[src/rtl/counter_mod_k_updown_mode.sv]
// Modulo-k up/down counter with WRAP, SATURATE and ONE-SHOT modes, registered tc/done.
// Optional wrap-event counter port o_wraps when COUNTER_MOD_K_WRAP_CNT_EN is defined.
module counter_mod_k_updown_mode #(
    parameter int unsigned N = 8
`ifdef COUNTER_MOD_K_WRAP_CNT_EN
    ,
    parameter int unsigned WRAP_W = 8
`endif
) (
    input  logic         i_clk,
    input  logic         i_reset,
    input  logic         i_clr,
    input  logic         i_load,
    input  logic [N-1:0] i_load_val,
    input  logic         i_en,
    input  logic         i_dir,
    input  logic [1:0]   i_mode,
    input  logic [N-1:0] i_k,
    output logic [N-1:0] o_count,
    output logic         o_tc,
    output logic         o_done
`ifdef COUNTER_MOD_K_WRAP_CNT_EN
    ,
    output logic [WRAP_W-1:0] o_wraps
`endif
);

    typedef enum logic {
        ST_RUN  = 1'b0,
        ST_DONE = 1'b1
    } state_t;

    localparam logic [1:0] MODE_SAT     = 2'b01;
    localparam logic [1:0] MODE_ONESHOT = 2'b10;

    state_t       state_q, state_d;
    logic [N-1:0] count_d;
    logic         tc_d;
    logic         done_d;
    logic [N-1:0] km1;
    logic         at_term;

    // k = 0 naturally wraps to all-ones, giving the full 2^N range
    assign km1     = N'(i_k - N'(1));
    assign at_term = i_dir ? (o_count >= km1) : (o_count == '0);

    always_ff @(posedge i_clk or posedge i_reset) begin
        if (i_reset) begin
            state_q <= ST_RUN;
            o_count <= '0;
            o_tc    <= 1'b0;
            o_done  <= 1'b0;
        end else begin
            state_q <= state_d;
            o_count <= count_d;
            o_tc    <= tc_d;
            o_done  <= done_d;
        end
    end

    // Next-state: clear > load > count; DONE only left via clr/load or mode change
    always_comb begin
        state_d = state_q;
        count_d = o_count;
        tc_d    = 1'b0;
        done_d  = o_done;
        if (i_clr) begin
            count_d = i_dir ? '0 : km1;
            state_d = ST_RUN;
            done_d  = 1'b0;
        end else if (i_load) begin
            count_d = (i_load_val > km1) ? km1 : i_load_val;
            state_d = ST_RUN;
            done_d  = 1'b0;
        end else begin
            case (state_q)
                ST_RUN: begin
                    if (i_en) begin
                        if (!at_term) begin
                            count_d = i_dir ? N'(o_count + N'(1)) : N'(o_count - N'(1));
                        end else if (i_mode == MODE_SAT) begin
                            count_d = o_count;
                        end else if (i_mode == MODE_ONESHOT) begin
                            state_d = ST_DONE;
                            done_d  = 1'b1;
                            tc_d    = 1'b1;
                        end else begin
                            count_d = i_dir ? '0 : km1;
                            tc_d    = 1'b1;
                        end
                    end
                end
                ST_DONE: begin
                    if (i_mode != MODE_ONESHOT) begin
                        state_d = ST_RUN;
                        done_d  = 1'b0;
                    end
                end
                default: begin
                    state_d = ST_RUN;
                    done_d  = 1'b0;
                end
            endcase
        end
    end

`ifdef COUNTER_MOD_K_WRAP_CNT_EN
    // Saturating count of terminal-count events; load does not clear it
    always_ff @(posedge i_clk or posedge i_reset) begin
        if (i_reset) begin
            o_wraps <= '0;
        end else if (i_clr) begin
            o_wraps <= '0;
        end else if (tc_d && (o_wraps != '1)) begin
            o_wraps <= WRAP_W'(o_wraps + WRAP_W'(1));
        end
    end
`endif

endmodule

[config.mk]
export PLATFORM = sky130hd
export DESIGN_NAME = counter_mod_k_updown_mode
export DESIGN_NICKNAME = d
export VERILOG_FILES = /design/src/rtl/counter_mod_k_updown_mode.sv
export SDC_FILE = /design/constraint.sdc
export NUM_CORES = 1
export LEC_CHECK = 0
export ABC_AREA = 1
export CORE_UTILIZATION = 45
export CTS_CLUSTER_SIZE = 16
export DETAILED_ROUTE_END_ITERATION = 12
export PLACE_DENSITY = 0.73
export SYNTH_ARGS = -nofsm -noshare
export SYNTH_HDL_FRONTEND = slang
export SYNTH_SLANG_ARGS = --single-unit
[constraint.sdc]
create_clock -name i_clk -period 2.41 [get_ports i_clk]
set_clock_uncertainty 0.15 [all_clocks]
set_input_delay 0.6025 -clock i_clk [delete_from_list [all_inputs] [get_ports i_clk]]
set_output_delay 0.6025 -clock i_clk [all_outputs]
set_load 0.02 [all_outputs]
==> summary.md <==
| Metric | Value |
|---|---|
| Arrival time worst endpoint | `approximately 2700 ps` |
| Maximum clock insertion buffer count | `2` |
| Sw frac | `roughly 44%` |
| Power Density | `~430 nW/um2` |
| Worst-path cell chain | `buf_8, clkinvlp_4, ha_4, nand2_4, nor2_4, xor2_2, inv_2, buf_4, buf_4, buf_4, buf_4, buf_4, buf_4, buf_4, buf_4, nand3_1, nand3_1, nand3_1, nand2_1, nand2_1` |
| Seq/Total Area, Yosys | `14.94%` |
| Final setup fails | `10` |
| Crit-path slowest cell | `xor2_2` |
| Global-route wire length before repair | `between 10 and 15 mm` |
| Mapped Area | `roughly 1800 um2` |
| Comb power frac | `approximately two thirds` |
| Core area | `approximately 3800 um2` |
| Register share of total power | `19.9%` |
| Crit Path Class | `in -> reg` |
| Post-DR vias/cell | `5.413` |
| Post-DP HPWL | `4.367 mm` |
| Layout Cells excl Fill | `around 450` |
| DRT Wirelength | `roughly 6.5 mm` |
| Async S/R FF share, synth | `100.0%` |
| CTS Buf Count | `3` |
| Global route total overflow | `0` |
| Worst EP required | `approximately 2400 ps` |
| Violated checks | `negative setup slack` |
| Layout cells sized above 1 | `between 30% and 40%` |
| Die Height | `around 66 um` |
| EDFF count, synth | `0` |
| Nets | `about 450` |
| H-tree level count | `1` |
| Critical Path Max Stage Delay | `190 ps` |
| Prevailing post-synth register cell | `dfrtp_1` |
| Row Count | `22` |
| F_max | `roughly 0.37 GHz` |
| Area Growth Syn to Fin | `62.12%` |
| Initial antenna violation count | `0` |
| Final period util | `112.2%` |
| Cts hold-fix bufs | `0` |
| DR WL/cell | `about 14 um` |
| Hold Fails Final Rpt | `0` |
| Placed cell areas | `roughly 2600 um2` |
| Port Buffers | `33` |
| Worst-case vdd ir drop | `~0.00028 V` |
| Clock power frac | `between 10% and 20%` |
| GP Congestion | `~0.95` |
| Pin count of the biggest net entering global routing | `12` |
| Fillers | `roughly 290` |
| Most frequent cells after synthesis | `nand2_1 (93), inv_1 (49), nand3_1 (43)` |
| Most used cell, CP | `buf_4` |
| TritonRoute pass-1 iters | `6` |
| Die W | `~66 um` |
| Post-route cell area | `about 3000 um2` |
| Relative slew slack | `between 60% and 70%` |
| RSZ-0062 raised after global routing | `true` |
| Final WS setup | `-293.9 ps` |
| Root Driver | `clkbuf_8` |
| CTS tree | `done` |
| Diodes inserted | `0` |
| Via count | `between 2000 and 2500` |
| Gr usage total | `between 30% and 40%` |
| CP Max Fanout | `3` |
| Share of the synthesized area in the top cell type | `between 10% and 20%` |
| YS warnings | `0` |
| Ports | `34` |
| Worst-Margin Slew | `around 450 ps` |
| Pins over their slew limit | `0` |
| Minimum clock period | `approximately 2700 ps` |
| Die ar. | `approximately 4400 um2` |
| Antenna violation net count after detailed routing | `0` |
| Clk pin slew, worst setup/hold paths | `50 ps` |
| Startpoint types | `input pin` |
| #FFs+latches synth | `11` |
| Worst min path class | `reg -> reg` |
| Endpoint type of the worst setup path | `register` |
| P_leak | `1.586 nW` |
| Synth area leader | `nand2_1` |
| Initial DRC count | `150` |
| Vias in the first global route | `about 2300` |
| Pint | `around 0.73 mW` |
| CTS sink cnt | `11` |
| P_sw | `0.5624 mW` |
| Cell family contributing the most delay on the critical path | `buffers and inverters` |
| CP Buf/Inv Count | `11` |
| Skew-Pair Late Insertion Delay | `240 ps` |
| Status | `finished, violations left` |
| Max Cap Viol | `0` |
| Ranking of synthesized cells by area | `nand2_1 (19%), dfrtp_1 (15%), ha_1 (14%)` |
| Syn nets | `353` |
| DRC | `0` |
| Dpl cells | `roughly 430` |
| Most used standard cell by instance count after synthesis | `nand2_1` |
| Mapped Cells | `just over 300` |
| Netlist cell types | `32` |
| Post-Syn Area per Cell | `between 5 and 6 um2` |
| Starting Density | `between 40% and 50%` |
## worst min-delay path, cell delays in order (launching register included)
cell	delay [ps]
dfrtp_1	380
inv_1	60
a21boi_1	50
## cell families after synthesis
family,synth area share [%]
buffers and inverters,11.95
XOR/XNOR,4.753
AO/OA/AOI/OAI,6.315
AND/OR/NAND/NOR,47.39
adder cells (fa/ha/maj),14.66
flip-flops,14.94
## area by class of cell
class | count | area [um2] | share of cell area [%]
flip-flops and latches | 11 | 275.3 | 9.213
clock buffers | 4 | 45.04 | 1.508
multi-input cells | 241 | 1568 | 52.47
inverters | 52 | 200.2 | 6.700
repair buffers | 97 | 839.6 | 28.10
well taps | 48 | 60.06 | 2.010
## state kept, by name, summed over array words and instances, names as in the netlist
register,flops
state_q,1
o_tc,1
o_count,8
o_done,1
## per-layer routing
| metal | wire length (um) | vias up | global-route usage (%) |
|---|---|---|---|
| li1 | - | 1175 | - |
| met1 | 2622 | 1141 | 37.81 |
| met2 | 3226 | 123 | 55.36 |
| met3 | 549 | 13 | 5.517 |
| met4 | 123 | 0 | 5.851 |
| met5 | 0 | - | 0 |
## what timing repair did
action                                 4_1_cts  5_1_grt
setup buffers                               18        4
setup endpoints to repair                   11       11
resized for setup                           63       17
pin swaps                                   34       22
endpoints found under the hold margin        0        0
gates cloned                                 1        0
## power by group through the flow
stage               clock [mW]  sequential [mW]  combinational, mW
floorplan                    0            0.267              0.386
global placement             0            0.253              0.680
detailed placement           0            0.254              0.693
CTS                      0.193            0.257              0.778
global route             0.203            0.260              0.928
finish                   0.190            0.257              0.846
## final timing paths
kind | from | slack [ps] | to | cells past startpoint
min in group asynchronous | i_reset | 510 | o_count[1]$_DFFE_PP0P_ | 2
max | i_k[0] | -290 | o_count[4]$_DFFE_PP0P_ | 20
max in group asynchronous | i_reset | 1290 | o_done$_DFFE_PP0P_ | 2
min | o_done$_DFFE_PP0P_ | 380 | o_done$_DFFE_PP0P_ | 2
max reg2reg | o_count[0]$_DFFE_PP0P_ | -20 | o_count[7]$_DFFE_PP0P_ | 20
min reg2reg | o_done$_DFFE_PP0P_ | 380 | o_done$_DFFE_PP0P_ | 2
## metrics by stage
step / setup slack [ps] / util [%] / setup TNS [ps] / total power, mW / hold WS [ps]
after floorplan: -306.8 / - / -2090 / 0.6534 / 304.9
after global placement: -974.7 / 67.52 / -9665 / 0.9328 / 381.9
after detailed placement: -993.6 / 67.52 / -9674 / 0.9474 / 383.2
after CTS: -205.4 / 77.34 / -1913 / 1.228 / 385.8
after global routing: -407.3 / 78.66 / -3572 / 1.392 / 412.7
final: -293.9 / 78.66 / -2498 / 1.292 / 384.2
## cell usage in the layout, fill, tap and decap left out, drive strengths merged, types with 2 or more instances in the layout
cell	n
a21oi	13
buf	68
clkbuf	4
clkdlybuf4s50	25
clkinv	2
dfrtp	11
dlygate4sd2	4
ha	20
inv	49
nand2	101
nand3	48
nand4	2
nor2	34
nor3	2
nor4	2
o21ai	2
xnor2	3
xor2	7
(Power assumes the default switching activity.)
